File: src/rtl/decoder_scan_n.sv
// Registered N-to-2^N one-hot decoder with enable, direct/scan modes,
// selectable output polarity and a frame-sync wrap pulse.
module decoder_scan_n #(
  parameter int unsigned N          = 2,
  parameter int unsigned DWELL_W    = 4,
  parameter bit          ACTIVE_LOW = 1'b0
) (
  input  logic               clk,
  input  logic               rst,
  input  logic               en,
  input  logic               mode,
  input  logic [N-1:0]       a,
  input  logic [DWELL_W-1:0] dwell,
  output logic [(2**N)-1:0]  y,
  output logic [N-1:0]       idx,
  output logic               valid,
  output logic               wrap
);

  localparam int unsigned M = 2**N;
  localparam logic [M-1:0] INACTIVE = {M{ACTIVE_LOW}};
  localparam logic [N-1:0] IDX_LAST = {N{1'b1}};

  logic [M-1:0]       y_q, y_d;
  logic [N-1:0]       idx_q, idx_d;
  logic [DWELL_W-1:0] cnt_q, cnt_d;
  logic               valid_q, valid_d;
  logic               wrap_q, wrap_d;

  // Selected bit differs from all others; polarity set by ACTIVE_LOW.
  function automatic logic [M-1:0] code(input logic [N-1:0] k);
    logic [M-1:0] onehot;
    onehot    = '0;
    onehot[k] = 1'b1;
    return ACTIVE_LOW ? ~onehot : onehot;
  endfunction

  always_comb begin
    idx_d   = idx_q;
    cnt_d   = cnt_q;
    y_d     = INACTIVE;
    valid_d = 1'b0;
    wrap_d  = 1'b0;
    if (en) begin
      valid_d = 1'b1;
      if (!mode) begin
        idx_d = a;
        cnt_d = '0;
      end else if (cnt_q >= dwell) begin
        // >= lets a mid-count dwell decrease release immediately
        idx_d  = idx_q + N'(1);
        cnt_d  = '0;
        wrap_d = (idx_q == IDX_LAST);
      end else begin
        cnt_d = cnt_q + DWELL_W'(1);
      end
      y_d = code(idx_d);
    end
  end

  always_ff @(posedge clk or posedge rst) begin
    if (rst) begin
      y_q     <= INACTIVE;
      idx_q   <= '0;
      cnt_q   <= '0;
      valid_q <= 1'b0;
      wrap_q  <= 1'b0;
    end else begin
      y_q     <= y_d;
      idx_q   <= idx_d;
      cnt_q   <= cnt_d;
      valid_q <= valid_d;
      wrap_q  <= wrap_d;
    end
  end

  assign y     = y_q;
  assign idx   = idx_q;
  assign valid = valid_q;
  assign wrap  = wrap_q;

endmodule
File: config.mk
export PLATFORM = sky130hd
export DESIGN_NAME = decoder_scan_n
export DESIGN_NICKNAME = d
export VERILOG_FILES = /design/src/rtl/decoder_scan_n.sv
export SDC_FILE = /design/constraint.sdc
export NUM_CORES = 1
export LEC_CHECK = 0
export CAP_MARGIN = 30
export CORE_UTILIZATION = 40
export DETAILED_ROUTE_END_ITERATION = 10
export DONT_BUFFER_PORTS = 1
export GPL_TIMING_DRIVEN = 1
export HOLD_SLACK_MARGIN = 0.03
export PLACE_DENSITY_LB_ADDON = 0.15
export RECOVER_POWER = 50
export SKIP_CTS_REPAIR_TIMING = 1
export SYNTH_ARGS = -nofsm -noshare
export SYNTH_HDL_FRONTEND = slang
export SYNTH_SLANG_ARGS = --single-unit
File: constraint.sdc
create_clock -name clk -period 2.7 [get_ports clk]
set_clock_uncertainty 0.2 [all_clocks]
set_input_delay 0.81 -clock clk [delete_from_list [all_inputs] [get_ports clk]]
set_output_delay 0.81 -clock clk [all_outputs]
set_load 0.03 [all_outputs]
==> results of run 1 <==
[sequential cells by signal, summed over array words and instances, names as in the netlist]
register / cells
wrap: 1
y: 4
idx: 2
valid: 1
cnt_q: 4
[worst min-delay path by stage]
| stage | from | to | slack [ns] |
|---|---|---|---|
| floorplan | cnt_q[2] | cnt_q[2] | 0.30 |
| global placement | cnt_q[3] | cnt_q[3] | 0.34 |
| detailed placement | cnt_q[3] | cnt_q[3] | 0.34 |
| CTS | rst | cnt_q[3] | 0.23 |
| global route | rst | y[0] | 0.25 |
| finish | rst | cnt_q[0] | 0.21 |
[logic make-up (layout without fill, tap and decap cells)]
group	count (synthesis)	count (layout)	synth area share, %
AND/OR/NAND/NOR	22	22	18.9
buffers and inverters	11	14	7.01
flip-flops	12	12	42.0
AO/OA/AOI/OAI	21	21	21.5
adder cells (fa/ha/maj)	6	6	10.5
[report_power, final]
part	switching (uW)	internal [uW]
Sequential	57.1	205
Combinational	73.5	65.2
Clock	68.1	82.0
[cell type report]
cell class | instances | share of cell area (%)
Tap cell | 24 | 3.89
Timing Repair Buffer | 1 | 0.972
Clock buffer | 4 | 4.70
Sequential cell | 12 | 38.9
Multi-Input combinational cell | 49 | 47.2
Inverter | 9 | 4.38
[per-layer routing]
layer	vias up	wire length, um	GRT usage (%)
li1	270	-	-
met1	260	678	23.9
met2	18	552	23.8
met3	0	82	6.53
met4	0	0	3.64
met5	-	0	0
[critical path: stages]
cell      delay, ns
ha_1           0.29
or3b_4         0.39
a2111o_1       0.39
and3_4         0.16
and3_1         0.16
[per-stage QoR]
step | setup WS, ns | hold slack (ns) | instances | power, uW | util (%)
2_1_floorplan | 0.230 | 0.298 | 72 | 377 | -
3_3_place_gp | 0.201 | 0.342 | 95 | 402 | 46.2
3_5_place_dp | 0.186 | 0.343 | 95 | 405 | 46.2
4_1_cts | 0.477 | 0.231 | 99 | 553 | 48.4
5_1_grt | 0.341 | 0.254 | 99 | 594 | 48.4
6_report | 0.476 | 0.208 | 99 | 551 | 48.4
[placed cells by master, fill, tap and decap left out, drive strengths merged]
cell and count:
a21o 2, or3b 1, o211ai 2, nor2 4, a21oi 6, clkbuf 4, and3 3, nand3 3
and2b 1, a31o 2, o21ai 3, a2111o 1, a211oi 1, dfrtp 12, ha 6, or3 1
buf 1, nor3 2, o2bb2ai 1, a211o 1, a221oi 1, and4 1, nor3b 1, inv 9
nor4 2, nand2 3, o211a 1
==> metrics.cfg, run 1 <==
[outcome]
status = finished with violations
failed_checks = design-rule violations

[placement]
placedInstanceArea_sq_um = 736
gp_congestion = 0.735
dp_hpwl_um = 992
port_buffers = 0

[floorplanning]
fp.dieArea_sq_um = 1960
initial_core_util_pct = 44.8
rows = 14
die_h_um = 44.3
core_sq_um = 1590
pin_count = 18
die-width_um = 44.3

[synthesis]
synth_area_leaders = dfrtp_1 42%, ha_1 11%, inv_1 4.7%
yosys.area.top_type = dfrtp_1
seq_area_frac_synth_pct = 42.0
synthCells = 72
yosysUniqueCellTypes = 29
synth_top_area_share_pct = 42.0
syn-num-nets = 88
synth_flop_cell = dfrtp_1
yosys-top-cells-count = 12 x dfrtp_1, 9 x inv_1, 6 x a21oi_1, 6 x ha_1, 4 x nor2_1
synth_area_sq_um = 714
synth_edf_count = 0
syn_avg_cell_area_sq_um = 9.92
postSynth.asyncResetShare_pct = 100
synth-seq-cells = 12
synth.most_common_cell = dfrtp_1
synth.yosys.warnings = 0

[clock_tree]
clock_latency_ns = 0.28
cts_tree = yes
cts.clk_slew.worst_paths_ns = 0.09
numCtsBuffers = 3
clock_path_buffers = 2
cts_sinks = 12
cts-root-buf = clkbuf_4
htreeDepth = 1

[critical_path]
path_class = input pin to flop
timing.rr.start = cnt_q[0]
reg2reg_depth = 6
rrSetupSlack_ns = 0.51
start_kind = input pin
end_kind = flop
setup.worst_path.start = dwell[0]
cp.arrival_ns = 2.19
path_max_fanout = 3
cp-endpoint = y[2]
crit_required_ns = 2.67
r2r-end = y[2]

[job]
drv_cap = 0

[routing]
drtIter0Drc = 25
drt-total-wl_mm = 1.31
vias = 548
drc = 2
viasPerCell = 5.54
ant_nets = 0
wl_per_cell_um = 13.3
drtPass1Iterations = 7

[hold_path]
hp-class = input pin to asynchronous set/reset pin

[grt]
antenna_found_initial = 0
track_usage_pct = 16.8
grt_overflow_total = 0
grt_pass1_vias = 503
grt_max_degree = 13
grt_pass1_wl_mm = 2.36

[cells_and_area]
nFillCells = 154
syn_to_final_growth_pct = 8.06
drive_above_1_share_pct = 16.0
multiInputGateArea_sq_um = 364
num_antenna_cells = 0
seqCellArea_sq_um = 300
design_area_sq_um = 772
nNetsFinal = 92

[timing]
max_slew_margin_pct = 64.9
hold_viol = 0
min_period_over_period_pct = 82.4
fmax_ghz = 0.450
finalSetupTns_ns = 0
fin_crit_ns = 2.22
rsz0062_at_grt = no
setup_viol = 0
drv_slew = 0
tightest_slew_ns = 0.522

[power_and_ir_drop]
p_per_area_nw_per_um2 = 713
ir_worst_vdd_v = 0.000362
leakage_uw = 0.000398

Power figures use the tool's default switching activity.
==> run 2, diff against run 1 <==
- clock period: 2.7 -> 2.22 ns (I/O delays scaled with it)
==> run 2 against run 1 <==
Against the previous run: the run still ends with design-rule violations left; final cell count increased by 4.0%; routed wire length increased by 1.7%; via count increased by 1.3%; worst setup slack got worse by 0.40 ns; sequential cell count unchanged; core utilization increased by 2.8 points; sequential share of layout area decreased by 2.1 points; die area unchanged; sequential power increased by 11%; count of clock-buffer cells in the layout unchanged; highest routed layer is now met4.
==> metrics.cfg, run 2 (synthesis gave the netlist of run 1 again) <==
[critical_path]
path_max_fanout = 3  ; unchanged
path_class = flop to flop
end_kind = flop
cp_top_family = simple AND/OR/NAND/NOR gates
crit_required_ns = 2.18  ; -0.49 ns
critPathMaxStageDelay_ns = 0.41  ; +0.02 ns
start_kind = flop
crit_buf_inv = 1  ; +1
cp_slowest_cell = dfrtp_1
cp.arrival_ns = 2.11  ; -0.08 ns
crit_chain = inv_2 > ha_4 > or3b_4 > a2111o_1 > and3_4 > and3_1

[timing]
holdWs_ns = 0.0774  ; -0.131 ns
fin_crit_ns = 2.15
setup_viol = 0  ; unchanged
hold_viol = 0  ; unchanged
fmax_ghz = 0.465
drv_slew = 0  ; unchanged
min_period_over_period_pct = 96.8
max_slew_margin_pct = 66.9  ; +2.0 points
tightest_slew_ns = 0.495  ; -0.0268 ns
rsz0062_at_grt = no

[grt]
antenna_found_initial = 0  ; unchanged
grt_pass1_wl_mm = 2.12  ; -10%
track_usage_pct = 15.3  ; -1.5 points
grt_overflow_total = 0  ; unchanged
grt_max_degree = 13  ; unchanged
grt_pass1_vias = 466  ; -7.4%

[routing]
ant_nets = 0  ; unchanged
viasPerCell = 5.39  ; -2.7%
drc = 1  ; -1
wl_per_cell_um = 13.0  ; -2.3%
drtIter0Drc = 8  ; -68%
drt-total-wl_mm = 1.34  ; +1.7%
vias = 555  ; +1.3%
drtPass1Iterations = 7  ; unchanged

[cells_and_area]
layout_commonest_cell = dfrtp_1
nFillCells = 145  ; -5.8%
layout_common_cells = 12 x dfrtp_1, 8 x inv_1, 6 x a21oi_1
instances_no_fill = 103  ; +4.0%
num_antenna_cells = 0  ; unchanged
nNetsFinal = 96  ; +4.3%
syn_to_final_growth_pct = 14.4
drive_above_1_share_pct = 24.1  ; +8.1 points

[clock_tree]
numCtsBuffers = 3  ; unchanged
cts.clk_slew.worst_paths_ns = 0.09  ; about the same
cts_sinks = 12  ; unchanged
cts-root-buf = clkbuf_4
clock_latency_ns = 0.28  ; about the same
cts_tree = yes
htreeDepth = 1  ; unchanged
clock_path_buffers = 2  ; unchanged

[power_and_ir_drop]
ir_worst_vdd_v = 0.000373  ; +3.2%
leakage_uw = 0.000416  ; +4.5%
p_per_area_nw_per_um2 = 857  ; +20%

[floorplanning]
rows = 14  ; unchanged
initial_core_util_pct = 44.8  ; unchanged
fp.dieArea_sq_um = 1960  ; unchanged
core_sq_um = 1590  ; unchanged
die_h_um = 44.3  ; unchanged
pin_count = 18  ; unchanged
die-width_um = 44.3  ; unchanged

[placement]
gp_congestion = 0.730  ; -0.60%
dp.cells = 99  ; +4.2%
port_buffers = 0  ; unchanged
dp_hpwl_um = 1000  ; +0.85%

[outcome]
status = finished with violations
failed_checks = design-rule violations

[hold_path]
hp-class = input pin to asynchronous set/reset pin

[job]
drv_cap = 0  ; unchanged

## run 2: power by group
part	switching, uW	leakage (uW)	internal [uW]
registers	42.4	0.000155	249
logic	123	0.000240	104
clock network	81.2	0.0000210	99.7
## run 2: through the flow
| stage | setup slack, ns | instance area (sq um) | power [uW] | setup TNS, ns | utilization (%) |
|---|---|---|---|---|---|
| floorplan | -0.0760 | 729 | 464 | -0.0760 | - |
| global placement | -0.105 | 781 | 519 | -0.203 | 49.0 |
| detailed placement | -0.125 | 781 | 522 | -0.259 | 49.0 |
| CTS | -0.0167 | 817 | 704 | -0.0167 | 51.3 |
| global route | 0.0367 | 817 | 746 | 0 | 51.3 |
| finish | 0.0717 | 817 | 700 | 0 | 51.3 |
## run 2: cell type report
cell class	count	area (sq um)	share of cell area (%)
inverters	9	33.8	4.13
multi-input cells	49	379	46.4
clock buffers	4	36.3	4.44
flip-flops and latches	12	300	36.8
well taps	24	30.0	3.68
repair buffers	5	37.5	4.59
## run 2: final timing paths
kind	startpoint	end	slack, ns	cells past startpoint
max	cnt_q[0]	y[2]	0.07	6
min	rst	cnt_q[0]	0.08	1
max reg2reg	cnt_q[0]	y[2]	0.07	6
min reg2reg	cnt_q[3]	cnt_q[3]	0.35	1
max in group asynchronous	rst	idx[0]	1.41	1
min in group clk	en	valid	0.20	0
## run 2: routing by layer
layer	share of wire, %	GRT usage [%]
met5	0	0
met4	0.45	3.64
met2	45	22.9
met1	50	20.1
met3	4.6	6.94
